File: config.mk
export PLATFORM = sky130hd
export DESIGN_NAME = pfvf_route_lut
export DESIGN_NICKNAME = d
export VERILOG_FILES = /design/src/rtl/pfvf_route_pkg.sv /design/src/rtl/pfvf_route_match.sv /design/src/rtl/pfvf_route_lut.sv
export SDC_FILE = /design/constraint.sdc
export NUM_CORES = 1
export LEC_CHECK = 0
export ABC_AREA = 1
export CAP_MARGIN = 20
export CORE_MARGIN = 3
export CORE_UTILIZATION = 52
export CTS_CLUSTER_DIAMETER = 150
export DETAILED_ROUTE_END_ITERATION = 16
export GPL_TIMING_DRIVEN = 1
export PLACE_DENSITY = 0.73
export SYNTH_ARGS = -nofsm -noshare
export SYNTH_HDL_FRONTEND = slang
export SYNTH_SLANG_ARGS = --single-unit
File: constraint.sdc
create_clock -name clk -period 1.8 [get_ports clk]
set_input_delay 0.36 -clock clk [delete_from_list [all_inputs] [get_ports clk]]
set_output_delay 0.36 -clock clk [all_outputs]
set_load 0.01 [all_outputs]
File: src/rtl/pfvf_route_pkg.sv
// Shared types and default widths for the PF/VF routing lookup table.
package pfvf_route_pkg;

  localparam int PF_W            = 3;
  localparam int VF_W            = 11;
  localparam int PORT_W          = 3;
  localparam int TAG_W           = 8;
  localparam int CNT_W           = 16;
  localparam int NUM_ENTRIES_DEF = 8;
  localparam int IDX_W           = $clog2(NUM_ENTRIES_DEF);

  typedef struct packed {
    logic              valid;
    logic              va;
    logic [PF_W-1:0]   pf;
    logic [VF_W-1:0]   vf;
    logic [PORT_W-1:0] port;
  } entry_t;

  typedef logic [IDX_W-1:0] idx_t;

  localparam int     ENTRY_W    = $bits(entry_t);
  localparam entry_t ENTRY_NULL = entry_t'({ENTRY_W{1'b0}});

  // PF-only entries (va clear) ignore the VF number entirely.
  function automatic logic entry_match(entry_t e, logic [PF_W-1:0] pf,
                                       logic [VF_W-1:0] vf, logic va);
    return e.valid && (e.va == va) && (e.pf == pf) && (!e.va || (e.vf == vf));
  endfunction

endpackage

File: src/rtl/pfvf_route_match.sv
// Combinational priority match of one request against the whole entry table;
// the lowest matching index wins.
module pfvf_route_match
  import pfvf_route_pkg::*;
#(
  parameter int NUM_ENTRIES = NUM_ENTRIES_DEF
) (
  input  entry_t                           entries [NUM_ENTRIES],
  input  logic [PF_W-1:0]                  pf,
  input  logic [VF_W-1:0]                  vf,
  input  logic                             va,
  output logic                             hit,
  output logic [$clog2(NUM_ENTRIES)-1:0]   idx
);

  localparam int IW = $clog2(NUM_ENTRIES);

  // Scan from the top down so the lowest matching index is the last writer.
  always_comb begin
    hit = 1'b0;
    idx = {IW{1'b0}};
    for (int i = NUM_ENTRIES - 1; i >= 0; i--) begin
      if (entry_match(entries[i], pf, vf, va)) begin
        hit = 1'b1;
        idx = IW'(i);
      end else begin
        hit = hit;
        idx = idx;
      end
    end
  end

endmodule

File: src/rtl/pfvf_route_lut.sv
// PF/VF routing lookup table: two-stage valid/ready lookup pipeline over a
// runtime-programmable entry table with saturating hit/miss statistics.
module pfvf_route_lut
  import pfvf_route_pkg::*;
#(
  parameter int NUM_ENTRIES  = NUM_ENTRIES_DEF,
  parameter int PF_WIDTH     = PF_W,
  parameter int VF_WIDTH     = VF_W,
  parameter int PORT_WIDTH   = PORT_W,
  parameter int TAG_WIDTH    = TAG_W,
  parameter int DEFAULT_PORT = 0,
  parameter int CNT_WIDTH    = CNT_W
) (
  input  logic                             clk,
  input  logic                             rst,
  input  logic                             req_valid,
  output logic                             req_ready,
  input  logic [PF_WIDTH-1:0]              req_pf,
  input  logic [VF_WIDTH-1:0]              req_vf,
  input  logic                             req_va,
  input  logic [TAG_WIDTH-1:0]             req_tag,
  output logic                             rsp_valid,
  input  logic                             rsp_ready,
  output logic                             rsp_hit,
  output logic [PORT_WIDTH-1:0]            rsp_port,
  output logic [$clog2(NUM_ENTRIES)-1:0]   rsp_idx,
  output logic [TAG_WIDTH-1:0]             rsp_tag,
  input  logic                             wr_en,
  input  logic [$clog2(NUM_ENTRIES)-1:0]   wr_idx,
  input  entry_t                           wr_entry,
  input  logic                             clr_all,
  input  logic [$clog2(NUM_ENTRIES)-1:0]   rd_idx,
  output entry_t                           rd_entry,
  output logic [CNT_WIDTH-1:0]             hit_cnt,
  output logic [CNT_WIDTH-1:0]             miss_cnt
);

  localparam int                    IW       = $clog2(NUM_ENTRIES);
  localparam logic [IW:0]           NE_S     = (IW+1)'(NUM_ENTRIES);
  localparam logic [PORT_WIDTH-1:0] DEF_PORT = PORT_WIDTH'(DEFAULT_PORT);
  localparam logic [CNT_WIDTH-1:0]  CNT_MAX  = {CNT_WIDTH{1'b1}};
  localparam logic [CNT_WIDTH-1:0]  CNT_ONE  = {{(CNT_WIDTH-1){1'b0}}, 1'b1};

  entry_t                table_r [NUM_ENTRIES];
  logic                  s1_valid_r;
  logic [PF_WIDTH-1:0]   s1_pf_r;
  logic [VF_WIDTH-1:0]   s1_vf_r;
  logic                  s1_va_r;
  logic [TAG_WIDTH-1:0]  s1_tag_r;
  logic                  s1_en_s;
  logic                  s2_en_s;
  logic                  match_hit_s;
  logic [IW-1:0]         match_idx_s;
  logic                  wr_ok_s;
  logic                  rd_ok_s;

  assign s2_en_s   = !rsp_valid || rsp_ready;
  assign s1_en_s   = !s1_valid_r || s2_en_s;
  assign req_ready = s1_en_s;
  assign wr_ok_s   = wr_en && ({1'b0, wr_idx} < NE_S);
  assign rd_ok_s   = {1'b0, rd_idx} < NE_S;

  // Compare sees the table as registered, so a write lands for the next compare.
  pfvf_route_match #(.NUM_ENTRIES(NUM_ENTRIES)) u_match (
    .entries (table_r),
    .pf      (s1_pf_r),
    .vf      (s1_vf_r),
    .va      (s1_va_r),
    .hit     (match_hit_s),
    .idx     (match_idx_s)
  );

  // Entry table storage; clr_all overrides a concurrent write.
  always_ff @(posedge clk) begin
    if (rst || clr_all) begin
      for (int i = 0; i < NUM_ENTRIES; i++) begin
        table_r[i] <= ENTRY_NULL;
      end
    end else if (wr_ok_s) begin
      table_r[wr_idx] <= wr_entry;
    end
  end

  // Stage s1: request register.
  always_ff @(posedge clk) begin
    if (rst) begin
      s1_valid_r <= 1'b0;
      s1_pf_r    <= {PF_WIDTH{1'b0}};
      s1_vf_r    <= {VF_WIDTH{1'b0}};
      s1_va_r    <= 1'b0;
      s1_tag_r   <= {TAG_WIDTH{1'b0}};
    end else if (s1_en_s) begin
      s1_valid_r <= req_valid;
      s1_pf_r    <= req_pf;
      s1_vf_r    <= req_vf;
      s1_va_r    <= req_va;
      s1_tag_r   <= req_tag;
    end
  end

  // Stage s2: frozen compare result driving the response.
  always_ff @(posedge clk) begin
    if (rst) begin
      rsp_valid <= 1'b0;
      rsp_hit   <= 1'b0;
      rsp_port  <= {PORT_WIDTH{1'b0}};
      rsp_idx   <= {IW{1'b0}};
      rsp_tag   <= {TAG_WIDTH{1'b0}};
    end else if (s2_en_s) begin
      rsp_valid <= s1_valid_r;
      if (s1_valid_r) begin
        rsp_hit  <= match_hit_s;
        rsp_port <= match_hit_s ? table_r[match_idx_s].port : DEF_PORT;
        rsp_idx  <= match_hit_s ? match_idx_s : {IW{1'b0}};
        rsp_tag  <= s1_tag_r;
      end
    end
  end

  // Registered readback; out-of-range indices read as an empty entry.
  always_ff @(posedge clk) begin
    if (rst) begin
      rd_entry <= ENTRY_NULL;
    end else begin
      rd_entry <= rd_ok_s ? table_r[rd_idx] : ENTRY_NULL;
    end
  end

  // Saturating statistics, counted on each delivered response.
  always_ff @(posedge clk) begin
    if (rst || clr_all) begin
      hit_cnt  <= {CNT_WIDTH{1'b0}};
      miss_cnt <= {CNT_WIDTH{1'b0}};
    end else if (rsp_valid && rsp_ready) begin
      if (rsp_hit) begin
        if (hit_cnt != CNT_MAX) hit_cnt <= hit_cnt + CNT_ONE;
      end else begin
        if (miss_cnt != CNT_MAX) miss_cnt <= miss_cnt + CNT_ONE;
      end
    end
  end

endmodule

======== After elaboration in Yosys (flattened, before gate mapping) ========
Index checks and enable logic that the tools add are counted.
storage, ports and cells
  register bits after elaboration ......... 243
  bits of input ports ..................... 54
  logic and storage cells ................. 170
cells by class
  $add $sub $neg .......................... 2
  magnitude comparators ................... 4
  equal/unequal tests ..................... 26
  muxes and demuxes ....................... 27
  bitwise logic cells ..................... 4
  reduce and logical (&&, ||, !) cells .... 50
operator list
  operator                                                    count
  bitwise mux 152 bit                                         1
  binary-select mux 19 bit (select 3 bit)                     2
  equality test 11 bit                                        8
  demux 19 bit (select 3 bit)                                 1
  2-to-1 mux 19 bit                                           3
  2-to-1 mux 3 bit                                            12
  adder 16 x 1 -> 16 bit, second input constant               2
  inequality test 16 bit, second input constant               2
  logical AND 1 bit                                           26
  equality test 3 bit                                         8
  greater-or-equal comparator 4 bit, second input constant    3
  NOT 3 -> 4 bit                                              3
  logical OR 1 bit                                            11
  zero test 1 bit                                             10
  equality test 1 bit                                         8
  2-to-1 mux 1 bit                                            8
  AND reduction 3 bit                                         2
  less-than comparator 4 x 1 -> 1 bit, second input constant  1
  AND reduction 2 bit                                         1
  NOT 1 bit                                                   1

======== Depth between registers and ports, before layout ========
  depth after elaboration ................. 17
  mapped depth ............................ 23

======== Modules after synthesis ========
Synthesis repeated with hierarchy kept, for this count alone.
unflattened totals
  cells, all modules ...................... 1,796
  area total of the unflattened synthesis .. 12,444.4 µm²
by module, submodules not included
  module            instances  cells each  area each (µm²)  sequential area each (µm²)
  pfvf_route_lut    1          1,492       10,568.9         4,864.7
  pfvf_route_match  1          304         1,875.5          0.0

======== Worst setup path before layout ========
Ideal clock, no wire load.
  path kind ............................... flip-flop to flip-flop
  start ................................... reg hit_cnt[0]
  end ..................................... reg hit_cnt[14]
  library setup time ...................... 123 ps
  arrival ................................. 1,926 ps
  setup slack ............................. -249 ps
  stages on the path, launching flop included .. 17
  period minus slack after synthesis ...... 2,049 ps
  path through ............................ dfxtp_1 > ha_1 > inv_1 > nor4_1 > inv_1 > nor3_2 > inv_1 > o21ai_2 > nor2_1 > inv_1 > nor2_1 > inv_1 > nor2_1 > nand3_1 > nor2_1 > o21ai_1 > a21oi_1
on the way
  longest elaborated chain between the ends .. 2
  elaborated cells between the ends (all ways) .. 3
RTL lines
  item                                                            line                   RTL
  start, declared                                                 pfvf_route_lut.sv:34   output logic [CNT_WIDTH-1:0] hit_cnt,
  start signal, assigned                                          pfvf_route_lut.sv:132  hit_cnt <= {CNT_WIDTH{1'b0}};
  start signal, assigned                                          pfvf_route_lut.sv:136  if (hit_cnt != CNT_MAX) hit_cnt <= hit_cnt + CNT_ONE;
  branches (longest 2 deep; another with adder 16 x 1 -> 16 bit)  n/a
Parallel ways; which one is timed is not known.
A chain may end at the register's enable or synchronous reset.

======== Worst setup path in the final report ========
  start ................................... reg s1_vf_r[0]
  end ..................................... reg rsp_port[1]
on the way
  longest elaborated chain between the ends .. 16
  elaborated cells between the ends (all ways) .. 45
RTL lines
  item                                                  line                    RTL
  start, declared                                       pfvf_route_lut.sv:47    logic [VF_WIDTH-1:0] s1_vf_r;
  start signal, assigned                                pfvf_route_lut.sv:89    s1_vf_r <= {VF_WIDTH{1'b0}};
  start signal, assigned                                pfvf_route_lut.sv:95    s1_vf_r <= req_vf;
  equality test 11 bit                                  pfvf_route_pkg.sv:28    return e.valid && (e.va == va) && (e.pf == pf) && (!e.va || (e.vf == vf));
  logical OR 1 bit                                      pfvf_route_pkg.sv:28
  logical AND 1 bit                                     pfvf_route_pkg.sv:28
  2-to-1 mux 3 bit (8 in series)                        pfvf_route_match.sv:23  if (entry_match(entries[i], pf, vf, va)) begin
  NOT 3 -> 4 bit (not written as such)                  pfvf_route_lut.sv:113   rsp_port <= match_hit_s ? table_r[match_idx_s].port : DEF_PORT;
  binary-select mux 19 bit (select 3 bit)               pfvf_route_lut.sv:113
  2-to-1 mux 3 bit (not written as such) (2 in series)  pfvf_route_lut.sv:113
  2-to-1 mux 3 bit *                                    pfvf_route_lut.sv:113
  end signal, assigned                                  pfvf_route_lut.sv:106   rsp_port <= {PORT_WIDTH{1'b0}};
  end signal, assigned                                  pfvf_route_lut.sv:113
  end, declared                                         pfvf_route_lut.sv:25    output logic [PORT_WIDTH-1:0] rsp_port,
Every way passes the cells marked *; elsewhere a longest branch is shown, timed or not. The select of a mux whose other input is x is not followed.

==> flow_metrics.env <==
export IMPL_yosysMostFrequentCell="nor2_1"
export IMPL_die_w_um=157
export IMPL_ff_latch_area_sq_um=4930
export IMPL_endpoint_kind="flop"
export IMPL_coreArea_sq_um=22100
export IMPL_status="finished, violations left"
export IMPL_fmax_ghz=0.417
export IMPL_n_fill_cell=1550
export IMPL_synth_distinct_cells=46
export IMPL_synth_seq_cells=243
export IMPL_post_route_period_util=1.33
export IMPL_grt_setup_unrepaired="true"
export IMPL_design_area_sq_um=16900
export IMPL_critPathKind="flop to flop"
export IMPL_num_antenna_cells=0
export IMPL_synth_top_cell_by_area="dfxtp_1"
export IMPL_drc=0
export IMPL_rows=54
export IMPL_dieHeight_um=157
export IMPL_violations="setup timing"
export IMPL_dp_hpwl_um=29000
export IMPL_layout_nets=2050
export IMPL_synth_area_sq_um=11800
export IMPL_slew_violations=0
export IMPL_numCtsBuffers=26
export IMPL_max_vdd_ir_drop_mv=0.685
export IMPL_synth_edff_count=0
export IMPL_preCtsSetupSlack_ps=-889
export IMPL_routed_via_density=5.80
export IMPL_cts_tree="built"
export IMPL_layout_min_cycle_time_ps=2400
export IMPL_wirelength_um=44400
export IMPL_setup_viol=19
export IMPL_areaGrowthSynthToFinish_pct=42.9
export IMPL_cap_violations=0
export IMPL_first_pass_iters=8
export IMPL_wire_per_inst_um=19.4
export IMPL_dieArea_sq_um=24600
export IMPL_tns_ps=-4070
export IMPL_ys_warn_count=0
export IMPL_syn_inst=1683
export IMPL_synthArstFlopShare=0
export IMPL_cts_buffer_depth=3
export IMPL_synth_top_cell_area_share=0.412
export IMPL_required_ps=2300
export IMPL_gp_congestion=0.995
export IMPL_cp_start_kind="flop"
export IMPL_p_leak_nw=7.71
export IMPL_fin_skew_ps=15.2
export IMPL_grt_max_degree=68
export IMPL_cts_sinks=243
export IMPL_num_io_pins=122
export IMPL_yosysSeqAreaShare=0.412
export IMPL_initial_utilization=0.535
export IMPL_htree_levels=1
export IMPL_insertion_delay_ps=550
export IMPL_cp_arrival_ps=2900
export IMPL_antenna_found_initial=0
export IMPL_min_path_type="primary input to flop"
export IMPL_drive_above_1_share=0.251
export IMPL_path_clk_slew_ps=60
export IMPL_vias=13300
export IMPL_grt_overflow=0
export IMPL_cts_root_buf="clkbuf_16"
export IMPL_synthFlopType="dfxtp_1"
export IMPL_multi_input_area_sq_um=6580
export IMPL_power_density_nw_per_um2=753
export IMPL_grt_pass1_wl_um=66900
export IMPL_avgSynthCellArea_sq_um=7.02
export IMPL_grt_pass1_vias=12200
export IMPL_worstMarginPinSlew_ps=621
export IMPL_ant_nets=0
export IMPL_synth_nets=1739
export IMPL_post_dp_cell_area_sq_um=15000
export IMPL_fin_ws_ps=-601
export IMPL_ys_top_cells_by_count="nor2_1, o21ai_0, dfxtp_1, nand2_1, inv_1"
export IMPL_critPathMaxFanout=8
export IMPL_portBuffers=121
export IMPL_drt_iter0_drc=1873
export IMPL_grt_usage=0.342
export IMPL_yosys_top_cells_area="dfxtp_1, o21ai_0, nor2_1"
export IMPL_maxSlewHeadroom=0.582
export IMPL_cts_hold_buffers=0
export IMPL_final_hold_violation_count=0
[state kept, by name, summed over array words and instances (netlist names), 3 cells and up]
name      cells
table_r     152
rd_entry     19
hit_cnt      16
miss_cnt     16
s1_vf_r      11
rsp_tag       8
s1_tag_r      8
rsp_idx       3
rsp_port      3
s1_pf_r       3
[final timing paths]
kind	start	end	slack [ps]	cells past startpoint
setup reg to reg	s1_vf_r[0]	rsp_port[1]	-600	16
hold reg to reg	rsp_port[0]	rsp_port[0]	480	2
setup / recovery	s1_vf_r[0]	rsp_port[1]	-600	16
hold / removal	req_tag[0]	s1_tag_r[0]	360	3
[per-stage QoR]
| stage | power, W | hold WS, ps | util | cells |
|---|---|---|---|---|
| 2_1_floorplan | 0.00646 | 438 | - | 1683 |
| 5_1_grt | 0.0131 | 380 | 0.765 | 2294 |
| 6_report | 0.0127 | 355 | 0.765 | 2294 |
| 3_5_place_dp | 0.00722 | 467 | 0.680 | 2216 |
| 4_1_cts | 0.0126 | 361 | 0.738 | 2283 |
| 3_3_place_gp | 0.00720 | 459 | 0.680 | 2216 |
[kinds of logic (layout without fill, tap and decap cells)]
| family | after synthesis | in the layout | share of synthesized area |
|---|---|---|---|
| compound gates | 484 | 484 | 0.216 |
| simple gates | 616 | 617 | 0.218 |
| xor+xnor | 83 | 83 | 0.0615 |
| flops | 243 | 243 | 0.412 |
| buf+inv | 255 | 585 | 0.0907 |
| fa+ha+maj | 2 | 2 | 0.00212 |
[worst max-delay path: stages, from the launching register on]
cell	delay, ps
dfxtp_4	360
buf_6	130
xor2_1	180
nor4_4	430
nand3_2	180
nand2_2	110
nand2_2	100
nand2_2	110
nand2_4	80
nand2_8	90
buf_8	140
nand2_1	80
nand3_1	120
nand3_2	80
nand3_2	90
nand2_2	50
inv_1	40
[final cells by class]
cell class,instances,share of cell area
clock buffers,41,0.0472
multi-input cells,1186,0.390
inverters,146,0.0337
repair buffers,391,0.213
well taps,280,0.0207
clock inverters,7,0.00422
flip-flops and latches,243,0.292
[timing repair]
action                                  in CTS  in global routing
cloned                                       1                  1
buffers inserted                            19                 13
endpoints found under the setup margin      59                 53
resized for setup                          130                148
pin swaps                                   42                 79
[placed cells by master, fill, tap and decap left out, types with 7 or more instances in the layout]
master,instances
a21oi_1,113
a21oi_2,8
a31oi_1,18
buf_12,22
buf_4,227
buf_6,18
clkbuf_16,27
clkbuf_8,9
clkdlybuf4s50_1,65
dfxtp_1,216
dfxtp_2,16
dfxtp_4,11
dlygate4sd2_1,38
dlymetal6s2s_1,16
inv_1,117
inv_2,18
nand2_1,118
nand2_2,37
nand2_4,8
nand3_1,32
nand3_2,13
nand4_1,7
nor2_1,329
nor2_2,10
nor2_4,9
nor3_1,12
nor3_2,9
nor3_4,8
o211ai_1,9
o21ai_0,289
o21ai_1,12
o22ai_1,16
xnor2_1,15
xor2_1,56
[per-layer routing]
metal | routed length (um) | track usage
met1 | 18200 | 0.492
met2 | 19400 | 0.524
met3 | 5500 | 0.0614
met4 | 1360 | 0.100
met5 | 0 | 0
[where the power goes]
group | total, W | switching [W] | internal [W]
combinational | 0.00167 | 0.000948 | 0.000721
clock | 0.00544 | 0.00226 | 0.00317
sequential | 0.00561 | 0.000111 | 0.00550
total | 0.0127 | 0.00332 | 0.00939
(Power assumes the default switching activity.)
